$ cat src/rtl/sfcw_sweep_sequencer.sv
// SFCW sweep sequencer: steps a frequency word, pulses synth load, waits settle, opens dwell window.
// Optional macro SWEEP_TRIANGLE_EN: after the top step the sweep walks back down to step 0.
module sfcw_sweep_sequencer #(
    parameter int TICK_DIV = 4,
    parameter int FW       = 32,
    parameter int STEP_W   = 10,
    parameter int CNT_W    = 16
) (
    input  logic              clk_in,
    input  logic              rst_n,
    input  logic              start,
    input  logic              abort,
    input  logic [STEP_W-1:0] n_steps,
    input  logic [FW-1:0]     f_start,
    input  logic [FW-1:0]     f_step,
    input  logic [CNT_W-1:0]  settle_ticks,
    input  logic [CNT_W-1:0]  dwell_ticks,
    output logic              busy,
    output logic [FW-1:0]     freq_word,
    output logic              freq_load,
    output logic [STEP_W-1:0] step_idx,
    output logic              sample_en,
    output logic              step_done,
    output logic              sweep_done,
    output logic              cfg_err
);

    localparam int PW = (TICK_DIV > 1) ? $clog2(TICK_DIV) : 1;

    typedef enum logic [1:0] {IDLE, LOAD, SETTLE, DWELL} state_t;

    state_t             state, state_nxt;
    logic [PW-1:0]      pre;
    logic [CNT_W-1:0]   tcnt;
    logic [STEP_W-1:0]  n_lat;
    logic [FW-1:0]      fstep_lat;
    logic [CNT_W-1:0]   settle_lat;
    logic [CNT_W-1:0]   dwell_lat;
    logic               dir_down;

    logic tick, settle_end, dwell_end, cfg_ok, top_step, finish, go_down;

    assign cfg_ok     = (n_steps != '0) && (dwell_ticks != '0);
    assign tick       = (pre == PW'(TICK_DIV - 1));
    assign settle_end = (state == SETTLE) && tick && (tcnt == settle_lat - CNT_W'(1));
    assign dwell_end  = (state == DWELL) && tick && (tcnt == dwell_lat - CNT_W'(1));
    assign top_step   = (step_idx == n_lat - STEP_W'(1));

`ifdef SWEEP_TRIANGLE_EN
    // Top step turns the sweep around unless it is also the only step.
    assign finish  = dir_down ? (step_idx == '0) : (top_step && n_lat == STEP_W'(1));
    assign go_down = dir_down || top_step;
`else
    assign finish  = top_step;
    assign go_down = 1'b0;
`endif

    always_ff @(posedge clk_in or negedge rst_n) begin
        if (!rst_n) state <= IDLE;
        else        state <= state_nxt;
    end

    always_comb begin
        state_nxt = state;
        freq_load = 1'b0;
        sample_en = 1'b0;
        step_done = 1'b0;
        busy      = (state != IDLE);
        case (state)
            IDLE: begin
                if (start && !abort && cfg_ok) state_nxt = LOAD;
            end
            LOAD: begin
                freq_load = 1'b1;
                if (abort)                  state_nxt = IDLE;
                else if (settle_lat == '0)  state_nxt = DWELL;
                else                        state_nxt = SETTLE;
            end
            SETTLE: begin
                if (abort)           state_nxt = IDLE;
                else if (settle_end) state_nxt = DWELL;
            end
            DWELL: begin
                sample_en = 1'b1;
                if (abort) state_nxt = IDLE;
                else if (dwell_end) begin
                    step_done = 1'b1;
                    state_nxt = finish ? IDLE : LOAD;
                end
            end
            default: state_nxt = IDLE;
        endcase
    end

    always_ff @(posedge clk_in or negedge rst_n) begin
        if (!rst_n) begin
            pre        <= '0;
            tcnt       <= '0;
            n_lat      <= '0;
            fstep_lat  <= '0;
            settle_lat <= '0;
            dwell_lat  <= '0;
            dir_down   <= 1'b0;
            freq_word  <= '0;
            step_idx   <= '0;
            sweep_done <= 1'b0;
            cfg_err    <= 1'b0;
        end else begin
            sweep_done <= 1'b0;
            cfg_err    <= 1'b0;
            case (state)
                IDLE: begin
                    if (start && !abort) begin
                        if (cfg_ok) begin
                            n_lat      <= n_steps;
                            fstep_lat  <= f_step;
                            settle_lat <= settle_ticks;
                            dwell_lat  <= dwell_ticks;
                            freq_word  <= f_start;
                            step_idx   <= '0;
                            dir_down   <= 1'b0;
                        end else begin
                            cfg_err <= 1'b1;
                        end
                    end
                end
                LOAD: begin
                    pre  <= '0;
                    tcnt <= '0;
                end
                SETTLE, DWELL: begin
                    if (!abort) begin
                        pre <= tick ? '0 : pre + PW'(1);
                        // Tick counter restarts at the settle/dwell boundary.
                        if (tick) tcnt <= settle_end ? '0 : tcnt + CNT_W'(1);
                        if (dwell_end) begin
                            if (finish) begin
                                sweep_done <= 1'b1;
                            end else if (go_down) begin
                                dir_down  <= 1'b1;
                                step_idx  <= step_idx - STEP_W'(1);
                                freq_word <= freq_word - fstep_lat;
                            end else begin
                                step_idx  <= step_idx + STEP_W'(1);
                                freq_word <= freq_word + fstep_lat;
                            end
                        end
                    end
                end
                default: ;
            endcase
        end
    end

endmodule

$ cat config.mk
export PLATFORM = sky130hd
export DESIGN_NAME = sfcw_sweep_sequencer
export DESIGN_NICKNAME = d
export VERILOG_FILES = /design/src/rtl/sfcw_sweep_sequencer.sv
export SDC_FILE = /design/constraint.sdc
export NUM_CORES = 1
export LEC_CHECK = 0
export BUFFER_PORTS_ARGS = -buffer_cell sky130_fd_sc_hd__buf_2
export CAP_MARGIN = 10
export CORE_MARGIN = 4
export CORE_UTILIZATION = 32
export CTS_CLUSTER_DIAMETER = 150
export DETAILED_ROUTE_END_ITERATION = 16
export PLACE_DENSITY = 0.56
export SYNTH_ARGS = -nofsm -noshare
export SYNTH_HDL_FRONTEND = slang
export SYNTH_SLANG_ARGS = --single-unit
$ cat constraint.sdc
create_clock -name clk_in -period 4.21 [get_ports clk_in]
set_input_delay 0.842 -clock clk_in [delete_from_list [all_inputs] [get_ports clk_in]]
set_output_delay 0.842 -clock clk_in [all_outputs]
set_load 0.005 [all_outputs]
# Word-level counts from Yosys, hierarchy flattened
# Index checks and enable logic that the tools add are counted.
[op_classes]
reduce_logical = 21
add_sub_neg = 7
muxes = 40
eq_ne = 16
[ops]
columns = ["op", "n"]
rows = [
  ["$mux W32", 5],
  ["$pmux W32 S2", 1],
  ["$mux W10", 5],
  ["$mux W16", 3],
  ["$add A32 B32 Y32", 1],
  ["$eq A16 B16 Y1", 2],
  ["$pmux W16 S2", 1],
  ["$sub A16 B1 Y16 const B", 2],
  ["$pmux W10 S2", 1],
  ["$add A16 B1 Y16 const B", 1],
  ["$logic_not A16 Y1", 1],
  ["$mux W2", 8],
  ["$reduce_bool A16 Y1", 1],
  ["$mux W1", 14],
  ["$ne A2 B2 Y1 const B", 7],
  ["$add A10 B1 Y10 const B", 1],
  ["$eq A10 B10 Y1", 1],
  ["$reduce_bool A10 Y1", 1],
  ["$sub A10 B1 Y10 const B", 1],
  ["$reduce_and A3 Y1", 3],
  ["$pmux W2 S4", 1],
  ["$logic_and A1 B1 Y1", 7],
  ["$eq A2 B2 Y1 const B", 3],
  ["$ne A3 B3 Y1 const B", 2],
  ["other kinds (9)", 11],
]
[totals]
out_inout_bits = 48
input_bits = 110
register_bits = 138
elab_cells = 95

# Depth between registers and ports, before layout
# Gate-level depths: netlist (run 1).
[depth]
ltp_word = 7
depth_mapped = 13
depth_no_buf = 11

# Worst setup path after synthesis (run 1)
# No wires, ideal clock.
[synth_timing]
path_type = "reg2reg"
startpoint = "reg settle_lat[0]"
endpoint = "reg tcnt[1]"
path_buffers = 0
path_stages_with_launch = 11
required_time_ns = 4.088
arrival_time_ns = 3.267
path_slack_ns = 0.821
synth_period_minus_slack_ns = 3.389
setup_ns = 0.122
path_cell_list = "dfrtp_1 > inv_1 > ha_1 > nor3b_1 > nand2_1 > or4_4 > and2_0 > or4b_1 > or4_4 > and2_1 > a32o_1"
[synth_via]
elab_chain_len = 7
[synth_lines]
columns = ["item", "line_no", "source"]
rows = [
  ["start: declaration", "37", "logic [CNT_W-1:0] settle_lat;"],
  ["start signal: assignment", "117", "settle_lat <= settle_ticks;"],
  ["$sub A16 B1 Y16", "45", "assign settle_end = (state == SETTLE) && tick && (tcnt == settle_lat - CNT_W'(1));"],
  ["$eq A16 B16 Y1", "45", ""],
  ["$logic_and A1 B1 Y1", "45", ""],
  ["$mux W16 (2 in series)", "135", "if (tick) tcnt <= settle_end ? '0 : tcnt + CNT_W'(1);"],
  ["$mux W16", "132", "if (!abort) begin"],
  ["$pmux W16 S2", "111", "case (state)"],
  ["end signal: assignment", "135", ""],
  ["end: declaration", "34", "logic [CNT_W-1:0] tcnt;"],
]
# No other way between the ends. The select of a mux whose other input is x is not followed.
# A chain may end at the register's enable or synchronous reset.

# Final worst setup path (run 1)
[layout_timing]
startpoint = "reg dwell_lat[2]"
endpoint = "out step_done"
[layout_via]
elab_chain_len = 6
[layout_lines]
columns = ["item", "line_no", "source"]
rows = [
  ["start: declaration", "38", "logic [CNT_W-1:0] dwell_lat;"],
  ["start signal: assignment", "118", "dwell_lat <= dwell_ticks;"],
  ["$sub A16 B1 Y16", "46", "assign dwell_end = (state == DWELL) && tick && (tcnt == dwell_lat - CNT_W'(1));"],
  ["$eq A16 B16 Y1", "46", ""],
  ["$logic_and A1 B1 Y1", "46", ""],
  ["$mux W1", "86", "else if (dwell_end) begin"],
  ["$mux W1", "85", "if (abort) state_nxt = IDLE;"],
  ["$mux W1", "69", "case (state)"],
  ["end: declaration", "23", "output logic step_done,"],
]
# No other way between the ends.

==> results of run 1 <==
## metal layers
metal,vias to the layer above,global-route usage,routed length (um)
li1,4373,-,-
met1,4174,0.245,13400
met2,236,0.290,13300
met3,41,0.0432,1750
met4,6,0.0489,502
met5,-,0,34
## kinds of logic (layout without fill, tap and decap cells)
| kind of cell | after synthesis | after routing | share of synthesized area |
|---|---|---|---|
| simple gates | 541 | 541 | 0.277 |
| compound gates | 264 | 264 | 0.183 |
| fa+ha+maj | 38 | 38 | 0.0517 |
| buf+inv | 87 | 233 | 0.0354 |
| mux | 19 | 19 | 0.0204 |
| flops | 138 | 138 | 0.370 |
| xor+xnor | 67 | 67 | 0.0629 |
## stage by stage
step / power, mW / instance area, um^2
finish: 8.64 / 11200
global route: 9.44 / 11200
CTS: 8.65 / 11100
detailed placement: 7.01 / 10500
global placement: 6.96 / 10500
floorplan: 5.74 / 9330
## cell usage after synthesis, drive strengths merged (5+ instances only)
master,instances,share of area
a211oi,8,0.0064
o31ai,6,0.0048
and2,5,0.0034
clkbuf,55,0.022
mux2i,19,0.020
nor3b,16,0.013
dfrtp,138,0.37
nand2b,10,0.0067
o41ai,5,0.0047
nor4,19,0.013
or2,8,0.0054
nand2,276,0.11
xor2,26,0.024
or4,12,0.011
o21bai,5,0.0040
or3,14,0.0099
ha,37,0.050
buf,5,0.0024
nand3b,6,0.0048
a31oi,14,0.0094
o21a,6,0.0048
xnor2,41,0.038
nor2,55,0.022
nand3,23,0.012
o211ai,12,0.0097
a21oi,50,0.027
nor2b,12,0.0080
o2111ai,5,0.0047
nand4,16,0.011
and3,20,0.013
nor3,35,0.019
inv,27,0.011
o21ai,85,0.046
a21o,30,0.024
## layout make-up
cell class | count | area (um^2) | area share
repair buffers | 175 | 927 | 0.0830
flip-flops and latches | 138 | 3450 | 0.309
clock inverters | 7 | 114 | 0.0102
multi-input cells | 929 | 5600 | 0.501
well taps | 384 | 480 | 0.0430
clock buffers | 24 | 492 | 0.0440
inverters | 27 | 101 | 0.00907
## worst reg2reg max path: stages (launching register included)
cell	delay [ns]
dfrtp_1	0.44
or3_4	0.42
or4_4	0.46
or4_4	0.52
a2111oi_0	0.44
o2111ai_1	0.26
o311ai_4	0.27
buf_4	0.30
o21ai_0	0.15
a21o_1	0.22
## worst max-delay path by stage
stage / start / to / slack, ns / cells after the start
floorplan: settle_lat[0] / tcnt[1] / 0.82 / 10
global placement: dwell_lat[0] / step_done / 0.49 / 10
detailed placement: dwell_lat[0] / step_done / 0.49 / 10
CTS: dwell_lat[0] / step_done / 0.02 / 10
global route: dwell_lat[2] / step_done / -0.03 / 7
finish: dwell_lat[2] / step_done / 0.17 / 7
## power by group through the flow
stage | registers [mW] | logic, mW | clock network (mW)
finish | 2.44 | 4.62 | 1.59
global route | 2.53 | 5.23 | 1.68
CTS | 2.44 | 4.59 | 1.62
detailed placement | 2.46 | 4.55 | 0
global placement | 2.45 | 4.51 | 0
floorplan | 2.25 | 3.48 | 0
## sequential cells by signal, summed over array words and instances (netlist names)
name	count
cfg_err	1
dwell_lat	16
freq_word	32
fstep_lat	32
n_lat	10
pre	2
settle_lat	16
state	2
step_idx	10
sweep_done	1
tcnt	16
## repair_timing
item	in CTS	in global routing
setup buffers	0	0
setup endpoints to repair	0	1
gates resized for setup	0	5
==> flow_metrics.tcl, run 1 <==
set metrics [dict create \
    status "finished clean" \
    drt_first_pass_iters 5 \
    dr_total_vias 8830 \
    start_util 0.325 \
    critPathLaunchType "flip-flop" \
    end_kind "output port" \
    area_growth_pct 19.7 \
    place_congestion 0.846 \
    timing.rr.start "settle_lat[7]" \
    seqPwrFrac 0.283 \
    critPathMaxFanout 10 \
    period_minus_slack_ns 4.04 \
    clkPwrFrac 0.183 \
    setup_viol 0 \
    path_buf_inv 1 \
    synth_edf_count 0 \
    cp_common_cell "or3_1" \
    worstSetupPathType "reg -> out" \
    cap_violations 0 \
    critical-path-max-stage-delay_ns 0.74 \
    arrival_ns 3.20 \
    vias_per_cell 5.24 \
    place_inst 1653 \
    pre_cts_ws_ns 0.489 \
    slew_violations 0 \
    drc 0 \
    drtIter0Drc 564 \
    insertion_delay_ns 0.43 \
    pwr-share-comb 0.534 \
    clockBufferDepth 2 \
    path_clk_slew_ns 0.06 \
    period_share 0.961 \
    intPower_mw 4.78 \
    antenna_found_initial 3 \
    die_w_um 179 \
    syn_inst 1154 \
    cts_tree "yes" \
    tightest_slew_ns 0.883 \
    p_per_area_nw_per_um2 774 \
    dp_hpwl_um 21500 \
    synth.distinct_cells 70 \
    overflow 0 \
    final_common_cell "nand2_1" \
    hold_violations 0 \
    grt_usage 0.181 \
    r2r_cells 9 \
    worstHoldPathType "in -> async" \
    cts_root_buf "clkbuf_16" \
    rows 62 \
    ys_seq_area_frac 0.370 \
    ctsHoldBuffers 0 \
    required_ns 3.37 \
    die-area_um2 32000 \
    ys_ff_latch 138 \
    grt_pass1_vias 8630 \
    wire_per_inst_um 17.2 \
    regToRegSetupSlack_ns 0.62 \
    cp_slowest_cell "or4b_2" \
    core-area_um2 28700 \
    power_switching_mw 3.86 \
    fin_util 0.389 \
    antennaDiodeCount 0 \
    syn-cell-area_um2 9330 \
    grt_max_degree 90 \
    htree_levels 4 \
    max-slew-margin-rel 0.411 \
    crit_family "simple AND/OR/NAND/NOR gates" \
    path_cells "or3_1, or3_1, o311ai_2, o211ai_1, or4b_2, nor2_1, buf_2" \
    avgSynthCellArea_um2 8.09 \
    max_freq_mhz 247 \
    grt_pass1_wl_um 46100 \
    ios 158 \
    cts_made_buffers 17 \
    ir_drop_uv 288 \
    p_leak_nw 5.35 \
    yosys_warnings 0 \
    synth_fp_nets 1302 \
    cts.sinks 138 \
    fill_cells 2965 \
    drtAntennaViolNets 0 \
    nNetsFinal 1436 \
    layout_common_cells "nand2_1 (276), buf_2 (156), dfrtp_1 (137)" \
    final_layout_size_suffix_gt1_frac 0.175 \
    synth-main-ff-cell "dfrtp_1" \
    finalWorstSetupSlack_ns 0.166 \
    fin_setup_tns_ns 0 \
    sw_frac_of_total 0.447 \
    layoutNonFillerInstCount 1684 \
    die_h_um 179 \
    io_buffers 157 \
    drt_wl_total_um 29000 \
    synth-async-reset-ratio 1.00 \
    timing.rr.end "tcnt[6]" \
    finalClockSkew_ns 0.00993 \
    timing.hold.ws_ns 0.464 \
]
No activity file was read; power rests on OpenSTA's default activity.
==> inputs of run 2 (changes only) <==
- PLACE_DENSITY: 0.56 -> 0.58
- clock period: 4.21 -> 3.7 ns (I/O delays scaled with it)
==> run 2 against run 1 <==
Die area unchanged; highest routed layer unchanged; global-route usage up 0.28 points; routed wire length up 0.25%; largest power group unchanged.
==> flow_metrics.tcl, run 2 (same netlist as run 1, synthesis figures left out) <==
set metrics [dict create \
    grt_max_degree 91 \
    p_per_area_nw_per_um2 870 \
    finalWorstSetupSlack_ns 0.122 \
    grt_pass1_vias 8961 \
    clockBufferDepth 2 \
    postPlaceCellArea_um2 10700 \
    tightest_slew_ns 0.992 \
    rows 62 \
    critPathLaunch "dwell_lat[3]" \
    hold_violations 0 \
    regToRegSetupSlack_ns 0.19 \
    final_layout_size_suffix_gt1_frac 0.195 \
    cts.sinks 138 \
    worstHoldPathType "in -> async" \
    htree_levels 4 \
    nNetsFinal 1457 \
    period_minus_slack_ns 3.58 \
    ios 158 \
    place_inst 1669 \
    timing.rr.end "tcnt[9]" \
    required_ns 2.96 \
    fin_util 0.395 \
    timing.hold.ws_ns 0.347 \
    pre_cts_ws_ns 0.170 \
    dr_total_vias 8974 \
    cts_made_buffers 17 \
    max-slew-margin-rel 0.339 \
    max_freq_mhz 279 \
    core-area_um2 28700 \
    layoutNonFillerInstCount 1706 \
    drtIter0Drc 543 \
    wire_per_inst_um 17.0 \
    path_clk_slew_ns 0.06 \
    drtAntennaViolNets 0 \
    vias_per_cell 5.26 \
    finalClockSkew_ns 0.0153 \
    r2r_cells 9 \
    final_area_um2 11300 \
    totalPowerFinal_mw 9.85 \
    fill_cells 3008 \
    ir_drop_uv 358 \
    period_share 0.967 \
    worstSetupPathType "reg -> out" \
    cap_violations 0 \
    die_w_um 179 \
    antenna_found_initial 2 \
    p_leak_nw 5.43 \
    overflow 0 \
    die-area_um2 32000 \
    setup_viol 0 \
    critPathLaunchType "flip-flop" \
    antennaDiodeCount 0 \
    fin_setup_tns_ns 0 \
    slew_violations 0 \
    area_growth_pct 21.3 \
    end_kind "output port" \
    cts_root_buf "clkbuf_16" \
    grt_usage 0.184 \
    drc 0 \
    insertion_delay_ns 0.43 \
    timing.rr.start "settle_lat[7]" \
    start_util 0.325 \
    drt_wl_total_um 29000 \
    status "finished clean" \
    arrival_ns 2.84 \
    dp_hpwl_um 21300 \
    critPathMaxFanout 3 \
    die_h_um 179 \
    place_congestion 0.861 \
    layout_common_cells "nand2_1 (276), buf_2 (156), dfrtp_1 (136)" \
    final_common_cell "nand2_1" \
    io_buffers 157 \
    endpoint "step_done" \
    cts_tree "yes" \
    top_regs "freq_word (32), fstep_lat (32)" \
    drt_first_pass_iters 5 \
    grt_pass1_wl_um 46800 \
]
[run 2: cell type report]
cell class              instances  area (um^2)  share of cell area
inverters                      27          101             0.00895
multi-input cells             929         5630               0.497
clock buffers                  19          443              0.0391
repair buffers                196         1100              0.0969
flip-flops and latches        138         3460               0.305
well taps                     384          480              0.0424
clock inverters                13          120              0.0106
[run 2: what timing repair did]
action / 4_1_cts / 5_1_grt
hold buffers: 0 / 0
resized for setup: 6 / 7
gates cloned: 0 / 0
setup endpoints to repair: 1 / 12
pin swaps: 2 / 2
buffers inserted: 5 / 0
[run 2: worst min path at each step]
stage | from | endpoint | slack, ns
5_1_grt | rst_n | fstep_lat[22] | 0.40
2_1_floorplan | rst_n | cfg_err | 0.44
3_3_place_gp | fstep_lat[12] | fstep_lat[12] | 0.47
4_1_cts | rst_n | fstep_lat[22] | 0.36
6_report | rst_n | step_idx[7] | 0.35
3_5_place_dp | fstep_lat[3] | fstep_lat[3] | 0.47
[run 2: layer usage]
metal  wire length, um  global-route usage  vias to the layer above
met3              1470              0.0342                       47
met1             13300               0.243                     4258
met4               629              0.0576                        4
li1                  -                   -                     4423
met5                28                   0                        -
met2             13600               0.304                      242
[run 2: worst max-delay path, stage by stage (launching register included)]
cell and delay (ns):
dfrtp_2 0.41, or3_1 0.35, or3_1 0.39, o311ai_2 0.30, o211ai_1 0.18, or4b_4 0.57, nor2_1 0.09, buf_2 0.12
[run 2: power breakdown]
part / internal (mW) / switching, mW
registers: 2.10 / 0.626
logic: 2.33 / 3.12
clock network: 0.948 / 0.725
